===== src/rtl/mem_access_ctrl_if.sv =====
// Request/grant and memory-array bus between two requesters, mem_access_ctrl and memory_storage.
// The controller attaches through the slave modport; requesters and the array model use master.
interface mem_access_ctrl_if;
   logic       req0;
   logic       we0;
   logic [1:0] addr0;
   logic [7:0] wdata0;
   logic       gnt0;
   logic       done0;
   logic       req1;
   logic       we1;
   logic [1:0] addr1;
   logic [7:0] wdata1;
   logic       gnt1;
   logic       done1;
   logic [7:0] rdata;
   logic       busy;
   logic [7:0] mem_data;
   logic       mem_store;
   logic [1:0] mem_adder;
   logic [7:0] mem_memory;

   modport slave (
      input  req0, we0, addr0, wdata0, req1, we1, addr1, wdata1, mem_memory,
      output gnt0, done0, gnt1, done1, rdata, busy, mem_data, mem_store, mem_adder
   );

   modport master (
      output req0, we0, addr0, wdata0, req1, we1, addr1, wdata1, mem_memory,
      input  gnt0, done0, gnt1, done1, rdata, busy, mem_data, mem_store, mem_adder
   );
endinterface


===== src/rtl/mem_access_ctrl.sv =====
// Two-requester arbiter driving a level-sensitive byte array with setup/strobe/hold sequencing.
// Define MEM_ACCESS_CTRL_RR_EN for round-robin arbitration; default build uses fixed priority (requester 0).
module mem_access_ctrl #(
   parameter int STROBE_CYCLES = 1
) (
   input  logic            clk,
   input  logic            reset,
   mem_access_ctrl_if.slave bus
);

   localparam logic [2:0] ST_IDLE   = 3'd0;
   localparam logic [2:0] ST_SETUP  = 3'd1;
   localparam logic [2:0] ST_STROBE = 3'd2;
   localparam logic [2:0] ST_HOLD   = 3'd3;
   localparam logic [2:0] ST_SAMPLE = 3'd4;
   localparam logic [2:0] ST_DONE   = 3'd5;

   localparam logic [3:0] LP_STROBE_LAST = 4'(STROBE_CYCLES - 1);

   logic [2:0] r_state;
   logic       r_winId;
   logic       r_we;
   logic [1:0] r_addr;
   logic [7:0] r_wdata;
   logic [3:0] r_cnt;
   logic [7:0] r_rdata;

   logic w_anyReq;
   logic w_pick1;

   assign w_anyReq = bus.req0 | bus.req1;

`ifdef MEM_ACCESS_CTRL_RR_EN
   // r_prefer1 is set after requester 0 wins, so a tie goes to whoever was not served last
   logic r_prefer1;

   assign w_pick1 = bus.req1 & (~bus.req0 | r_prefer1);

   always_ff @(posedge clk or posedge reset) begin
      if (reset) begin
         r_prefer1 <= 1'b0;
      end else if (r_state == ST_IDLE && w_anyReq) begin
         r_prefer1 <= ~w_pick1;
      end
   end
`else
   assign w_pick1 = bus.req1 & ~bus.req0;
`endif

   always_ff @(posedge clk or posedge reset) begin
      if (reset) begin
         r_state <= ST_IDLE;
         r_winId <= 1'b0;
         r_we    <= 1'b0;
         r_addr  <= 2'd0;
         r_wdata <= 8'd0;
         r_cnt   <= 4'd0;
         r_rdata <= 8'd0;
      end else begin
         case (r_state)
            ST_IDLE: begin
               if (w_anyReq) begin
                  r_winId <= w_pick1;
                  r_we    <= w_pick1 ? bus.we1    : bus.we0;
                  r_addr  <= w_pick1 ? bus.addr1  : bus.addr0;
                  r_wdata <= w_pick1 ? bus.wdata1 : bus.wdata0;
                  r_state <= ST_SETUP;
               end
            end
            ST_SETUP: begin
               if (r_we) begin
                  r_cnt   <= LP_STROBE_LAST;
                  r_state <= ST_STROBE;
               end else begin
                  r_state <= ST_SAMPLE;
               end
            end
            ST_STROBE: begin
               if (r_cnt == 4'd0) begin
                  r_state <= ST_HOLD;
               end else begin
                  r_cnt <= r_cnt - 4'd1;
               end
            end
            ST_HOLD: begin
               r_state <= ST_DONE;
            end
            ST_SAMPLE: begin
               r_rdata <= bus.mem_memory;
               r_state <= ST_DONE;
            end
            ST_DONE: begin
               r_state <= ST_IDLE;
            end
            default: begin
               r_state <= ST_IDLE;
            end
         endcase
      end
   end

   // Strobe decodes straight from state so an async reset drops it in the same cycle
   assign bus.mem_store = (r_state == ST_STROBE);
   assign bus.mem_adder = r_addr;
   assign bus.mem_data  = r_wdata;
   assign bus.rdata     = r_rdata;
   assign bus.busy      = (r_state != ST_IDLE);
   assign bus.gnt0      = (r_state == ST_SETUP) & ~r_winId;
   assign bus.gnt1      = (r_state == ST_SETUP) &  r_winId;
   assign bus.done0     = (r_state == ST_DONE)  & ~r_winId;
   assign bus.done1     = (r_state == ST_DONE)  &  r_winId;

endmodule


===== src/flat_wrapper.sv =====
// flat-port wrapper written by rule: the top's interface ports become plain ports
module mem_access_ctrl_flat 
#(
   parameter int STROBE_CYCLES = 1
)
  (clk, reset, bus_req0, bus_we0, bus_addr0, bus_wdata0, bus_req1, bus_we1, bus_addr1, bus_wdata1, bus_mem_memory, bus_gnt0, bus_done0, bus_gnt1, bus_done1, bus_rdata, bus_busy, bus_mem_data, bus_mem_store, bus_mem_adder);
  mem_access_ctrl_if bus_i ();
  input  logic clk;
  input  logic reset;
  input wire logic [$bits(bus_i.req0)-1:0] bus_req0;
  input wire logic [$bits(bus_i.we0)-1:0] bus_we0;
  input wire logic [$bits(bus_i.addr0)-1:0] bus_addr0;
  input wire logic [$bits(bus_i.wdata0)-1:0] bus_wdata0;
  input wire logic [$bits(bus_i.req1)-1:0] bus_req1;
  input wire logic [$bits(bus_i.we1)-1:0] bus_we1;
  input wire logic [$bits(bus_i.addr1)-1:0] bus_addr1;
  input wire logic [$bits(bus_i.wdata1)-1:0] bus_wdata1;
  input wire logic [$bits(bus_i.mem_memory)-1:0] bus_mem_memory;
  output wire logic [$bits(bus_i.gnt0)-1:0] bus_gnt0;
  output wire logic [$bits(bus_i.done0)-1:0] bus_done0;
  output wire logic [$bits(bus_i.gnt1)-1:0] bus_gnt1;
  output wire logic [$bits(bus_i.done1)-1:0] bus_done1;
  output wire logic [$bits(bus_i.rdata)-1:0] bus_rdata;
  output wire logic [$bits(bus_i.busy)-1:0] bus_busy;
  output wire logic [$bits(bus_i.mem_data)-1:0] bus_mem_data;
  output wire logic [$bits(bus_i.mem_store)-1:0] bus_mem_store;
  output wire logic [$bits(bus_i.mem_adder)-1:0] bus_mem_adder;
  assign bus_i.req0 = bus_req0;
  assign bus_i.we0 = bus_we0;
  assign bus_i.addr0 = bus_addr0;
  assign bus_i.wdata0 = bus_wdata0;
  assign bus_i.req1 = bus_req1;
  assign bus_i.we1 = bus_we1;
  assign bus_i.addr1 = bus_addr1;
  assign bus_i.wdata1 = bus_wdata1;
  assign bus_i.mem_memory = bus_mem_memory;
  assign bus_gnt0 = bus_i.gnt0;
  assign bus_done0 = bus_i.done0;
  assign bus_gnt1 = bus_i.gnt1;
  assign bus_done1 = bus_i.done1;
  assign bus_rdata = bus_i.rdata;
  assign bus_busy = bus_i.busy;
  assign bus_mem_data = bus_i.mem_data;
  assign bus_mem_store = bus_i.mem_store;
  assign bus_mem_adder = bus_i.mem_adder;
  mem_access_ctrl #(.STROBE_CYCLES(STROBE_CYCLES)) u_core (.clk(clk), .reset(reset), .bus(bus_i));
endmodule

===== config.mk =====
export PLATFORM = sky130hd
export DESIGN_NAME = mem_access_ctrl_flat
export DESIGN_NICKNAME = d
export VERILOG_FILES = /design/src/rtl/mem_access_ctrl_if.sv /design/src/rtl/mem_access_ctrl.sv /design/src/flat_wrapper.sv
export SDC_FILE = /design/constraint.sdc
export NUM_CORES = 1
export LEC_CHECK = 0
export ABC_AREA = 1
export ABC_CLOCK_PERIOD_IN_PS = 3900
export CORE_ASPECT_RATIO = 2
export CORE_MARGIN = 2
export CORE_UTILIZATION = 47
export CTS_BUF_LIST = sky130_fd_sc_hd__clkbuf_4 sky130_fd_sc_hd__clkbuf_8
export DETAILED_ROUTE_END_ITERATION = 16
export GPL_ROUTABILITY_DRIVEN = 0
export GPL_TIMING_DRIVEN = 0
export PLACE_DENSITY = 0.91
export SLEW_MARGIN = 15
export SYNTH_ARGS = -nofsm -noshare
export SYNTH_HDL_FRONTEND = slang
export SYNTH_SLANG_ARGS = --single-unit

===== constraint.sdc =====
create_clock -name clk -period 3.9 [get_ports clk]
set_clock_uncertainty 0.15 [all_clocks]
set_input_delay 0.585 -clock clk [delete_from_list [all_inputs] [get_ports clk]]
set_output_delay 0.585 -clock clk [all_outputs]
set_load 0.01 [all_outputs]

### Word level (Yosys, flattened, before mapping)

Cells that the tools add are included.

| storage, ports and cells | value |
|---|---|
| logic and storage cells | 43 |
| register bits after elaboration | 27 |
| input port bits | 34 |

| cells by class | value |
|---|---|
| reduce and logical (&&, ||, !) cells | 8 |
| eq/ne operators | 9 |
| mux-type cells | 10 |
| bitwise operators | 8 |
| add/sub/neg operators | 1 |

Operators by type and width:

| kind | count |
|---|---|
| 3-bit one-hot mux with 4 select lines | 1 |
| 3-bit two-way mux | 3 |
| 4-bit two-way mux | 2 |
| 8-bit two-way mux | 1 |
| 4-bit one-hot mux with 2 select lines | 1 |
| 3-bit by 2-bit == test with 1-bit output, second input constant | 2 |
| 3-bit == test, second input constant | 2 |
| 2-bit by 1-bit != test with 1-bit output, second input constant | 3 |
| 1-bit AND | 5 |
| 4-bit logical NOT | 1 |
| 2-bit AND reduction | 2 |
| 4-bit by 1-bit subtractor with 4-bit output, second input constant | 1 |
| 3-bit by 1-bit == test with 1-bit output, second input constant | 1 |
| 3-bit logical NOT | 1 |
| 3-bit AND reduction | 1 |
| 3-bit nonzero test | 1 |
| 2-bit two-way mux | 1 |
| 2-bit != test, second input constant | 1 |
| 1-bit NOT | 2 |
| 2-bit nonzero test | 1 |
| 2-bit OR reduction | 1 |
| 1-bit two-way mux | 1 |
| 1-bit OR | 1 |

### Depth between registers and ports, before layout

| depth | value |
|---|---|
| word-level depth | 3 |
| gate-level depth with buffers | 8 |
| depth with buffers taken out | 7 |

### Worst setup path before layout

Ideal clock, no wire load.

| path | value |
|---|---|
| kind | register to output |
| from | reg u_core.r_state[2] |
| to | out bus_done0 |
| slack | 2.354 ns |
| stages on the path, launching flop included | 4 |
| required time | 3.165 ns |
| arrival time | 0.811 ns |
| cells stage by stage | dfrtp_1 buf_2 nand3_1 nor2_1 |

| on the way | value |
|---|---|
| cells in the longest elaborated chain, start to end | 2 |

Ends and longest elaborated chain:

| item | RTL line | source |
|---|---|---|
| start: declaration | mem_access_ctrl.sv:20 | `logic [2:0] r_state;` |
| start signal: assignment | mem_access_ctrl.sv:52 | `r_state <= ST_IDLE;` |
| start signal: assignment | mem_access_ctrl.sv:67 | `r_state <= ST_SETUP;` |
| start signal: assignment | mem_access_ctrl.sv:73 | `r_state <= ST_STROBE;` |
| 3-bit == test | mem_access_ctrl.sv:110 | `assign bus.done0 = (r_state == ST_DONE) & ~r_winId;` |
| 1-bit AND | mem_access_ctrl.sv:110 |  |
| end: declaration | flat_wrapper.sv:20 | `output wire logic [$bits(bus_i.done0)-1:0] bus_done0;` |

Every way passes these cells.

### Worst setup path after layout

Ends and elaborated chain as after synthesis.

==> qor.csv <==
metric,value,unit
use_met3,4.04,%
numPlacedInstances,271,
irDropWorstVdd,0.000410,V
worst_ep_arrival_time,1.67,ns
tritoncts_num_sinks,27,
grt_setup_unrepaired,no,
placement_rows,27,
path_cells,buf_2 > nand3_1 > nor2_1 > clkdlybuf4s50_1,
synth-seq-area-share,49.0,%
detailed_place.area,1980,um2
post_synth_num_cell_types,19,
clock.fmax,415,MHz
first_pass_iters,4,
postSynth.asyncResetShare,100,%
crit_type,reg -> out,
crit_buf_inv,2,
pin_count_of_the_biggest_net_entering_global_routing,28,
final_util,73.4,%
detail_route.iter0.violations,37,
place.detailed.hpwl,2560,um
initial_antenna_violation_count,0,
period_minus_slack,2.41,ns
ctsLongestPathBuffers,2,
synthTopCellsByCount,"nand2_1, dfrtp_1, nand3_1, inv_1, nor2_1",
timing.critical_path.fanout_max,10,
timing.final.setup_violations,0,
ctsHoldBuffers,0,
power.density_cell_area,649,nW/um2
yosys_warnings,0,
cp_top_family,buffers and inverters,
post_synth_main_area_contributors,"dfrtp_1, nand2_1, nand3_1",
synthToLayoutAreaGrowth,47.6,%
synth.top_cell.area_share,49.0,%
grt.met2_usage,43.5,%
cell_with_the_most_instances_after_synthesis,nand2_1,
global_route.overflow_total,0,
worst_slew_pin_slew,0.961,ns
wire_length_of_the_first_global_routing_pass,5730,um
grt_most_used_layer,met2,
fp.coreArea,2770,um2
cp-end-kind,output port,
n_antenna_cell,0,
synth_edf_count,0,
fin_nets,283,
finish.cell_count_without_fillers,275,
cts_inserted_buffers,3,
setup_ws,1.49,ns
drv_slew,0,
number_of_global_route_vias_before_repair,1462,
hold_violations,0,
fraction_of_layout_instances_using_a_drive_strength_above_1,6.50,%
totalPowerFinal,1.32,mW
die_height,80.6,um
route.detailed.wl_per_inst,11.5,um
tritoncts,done,
met1_capacity_usage_during_global_routing,19.4,%
post-place-ws,1.78,ns
worst_slew_margin_rel,35.5,%
netlist_instances,185,
run_status,"complete, no violations",
worst_path_largest_cell_delay,0.54,ns
die_width,42.3,um
i_o_buffers,57,
synth.net_count,221,
route.final.wire_length,3160,um
dr_total_vias,1337,
post_cts_resize_count,0,
cp.required,3.16,ns
route.detailed.vias_per_inst,4.86,
r2r_slack,2.50,ns
clock-root-buffer,clkbuf_8,
route.antenna.remaining_nets,0,
final_min_period_over_clock_period,61.7,%
cp_slowest_cell,clkdlybuf4s50_1,
synth.ff_latch_count,27,
drt_drc_violations_left,0,
synth_top_flop_cell,dfrtp_1,
power.leakage,1.05,nW
grtUsageTotal,21.4,%
cts.clk_slew.worst_paths,0.09,ns
timing.critical_path.from_type,register,
worst_hold_path_type,reg -> reg,
post-synth-top-area-cell,dfrtp_1,
fin_tns_setup,0,ns
post_synth.cell_area_avg,7.45,um2
worst_hold_slack,0.325,ns
io_pins,58,
floorplan.die_area,3410,um2
cts.htree.levels,1,
syn-cell-area,1380,um2
initial_core_util,49.7,%
cts_post_setup_buffers_inserted,0,
post-route-cell-area,2030,um2
cap_viol_max_count,0,
later_pin_clock_latency_in_the_skew_report,0.27,ns
## where the power goes
part | switching, mW | internal, mW
Sequential | 0.0786 | 0.396
Combinational | 0.336 | 0.341
Clock | 0.0884 | 0.0803
## cell families (layout without fill, tap and decap cells)
kind of cell / count (synthesis) / count (layout) / share of synthesized area [%]
AO/OA/AOI/OAI: 4 / 4 / 3.00
XOR/XNOR: 1 / 1 / 0.636
adder cells (fa/ha/maj): 2 / 2 / 1.82
buffers and inverters: 21 / 82 / 6.90
flip-flops: 27 / 27 / 49.0
AND/OR/NAND/NOR: 130 / 130 / 38.6
## layer usage
metal  part of all wire (%)  wire [um]  vias up
li1                       -          -      692
met2                     59       1880       43
met4                    1.8         57        0
met3                    5.1        162        6
met5                      0          0        -
met1                     34       1060      596
## area by class of cell
type	instances	area, um2
sequential	27	676
buffer	6	38.8
inverter	15	56.3
multi-input combinational	137	607
timing repair buffer	57	571
fill	205	737
clock buffer	4	48.8
tap	29	36.3
## registers in the layout, indices dropped and copies added, names as in the netlist
signal                count
u_core.r_state            3
u_core.r_cnt              4
u_core.bus.mem_adder      2
u_core.bus.mem_data       8
u_core.r_winId            1
u_core.r_we               1
u_core.bus.rdata          8
## placed cells by master, fill, tap and decap left out, types with 2 or more instances in the layout
master	n
nand2_1	99
clkdlybuf4s50_1	57
dfrtp_1	27
nand3_1	18
inv_1	13
nor2_1	8
buf_2	4
clkbuf_8	3
nand4_1	2
ha_1	2
## final timing paths
check                                          to  cells after the start                 from
max                                     bus_done0                      4    u_core.r_state[2]
min in group asynchronous  u_core.bus.mem_data[0]                      2                reset
min                           u_core.bus.rdata[4]                      2  u_core.bus.rdata[4]
max in group asynchronous     u_core.bus.rdata[5]                      2                reset
min reg2reg                   u_core.bus.rdata[4]                      2  u_core.bus.rdata[4]
max reg2reg                       u_core.r_cnt[3]                      7      u_core.r_cnt[0]
## worst register-to-register path: cells and delay by family (launching register included)
kind,cells,cell delay [ns]
flip-flops,1,0.36
adder cells (fa/ha/maj),1,0.23
buffers and inverters,1,0.10
AND/OR/NAND/NOR,5,0.52
Note: power is estimated with default switching activity, not from simulation.
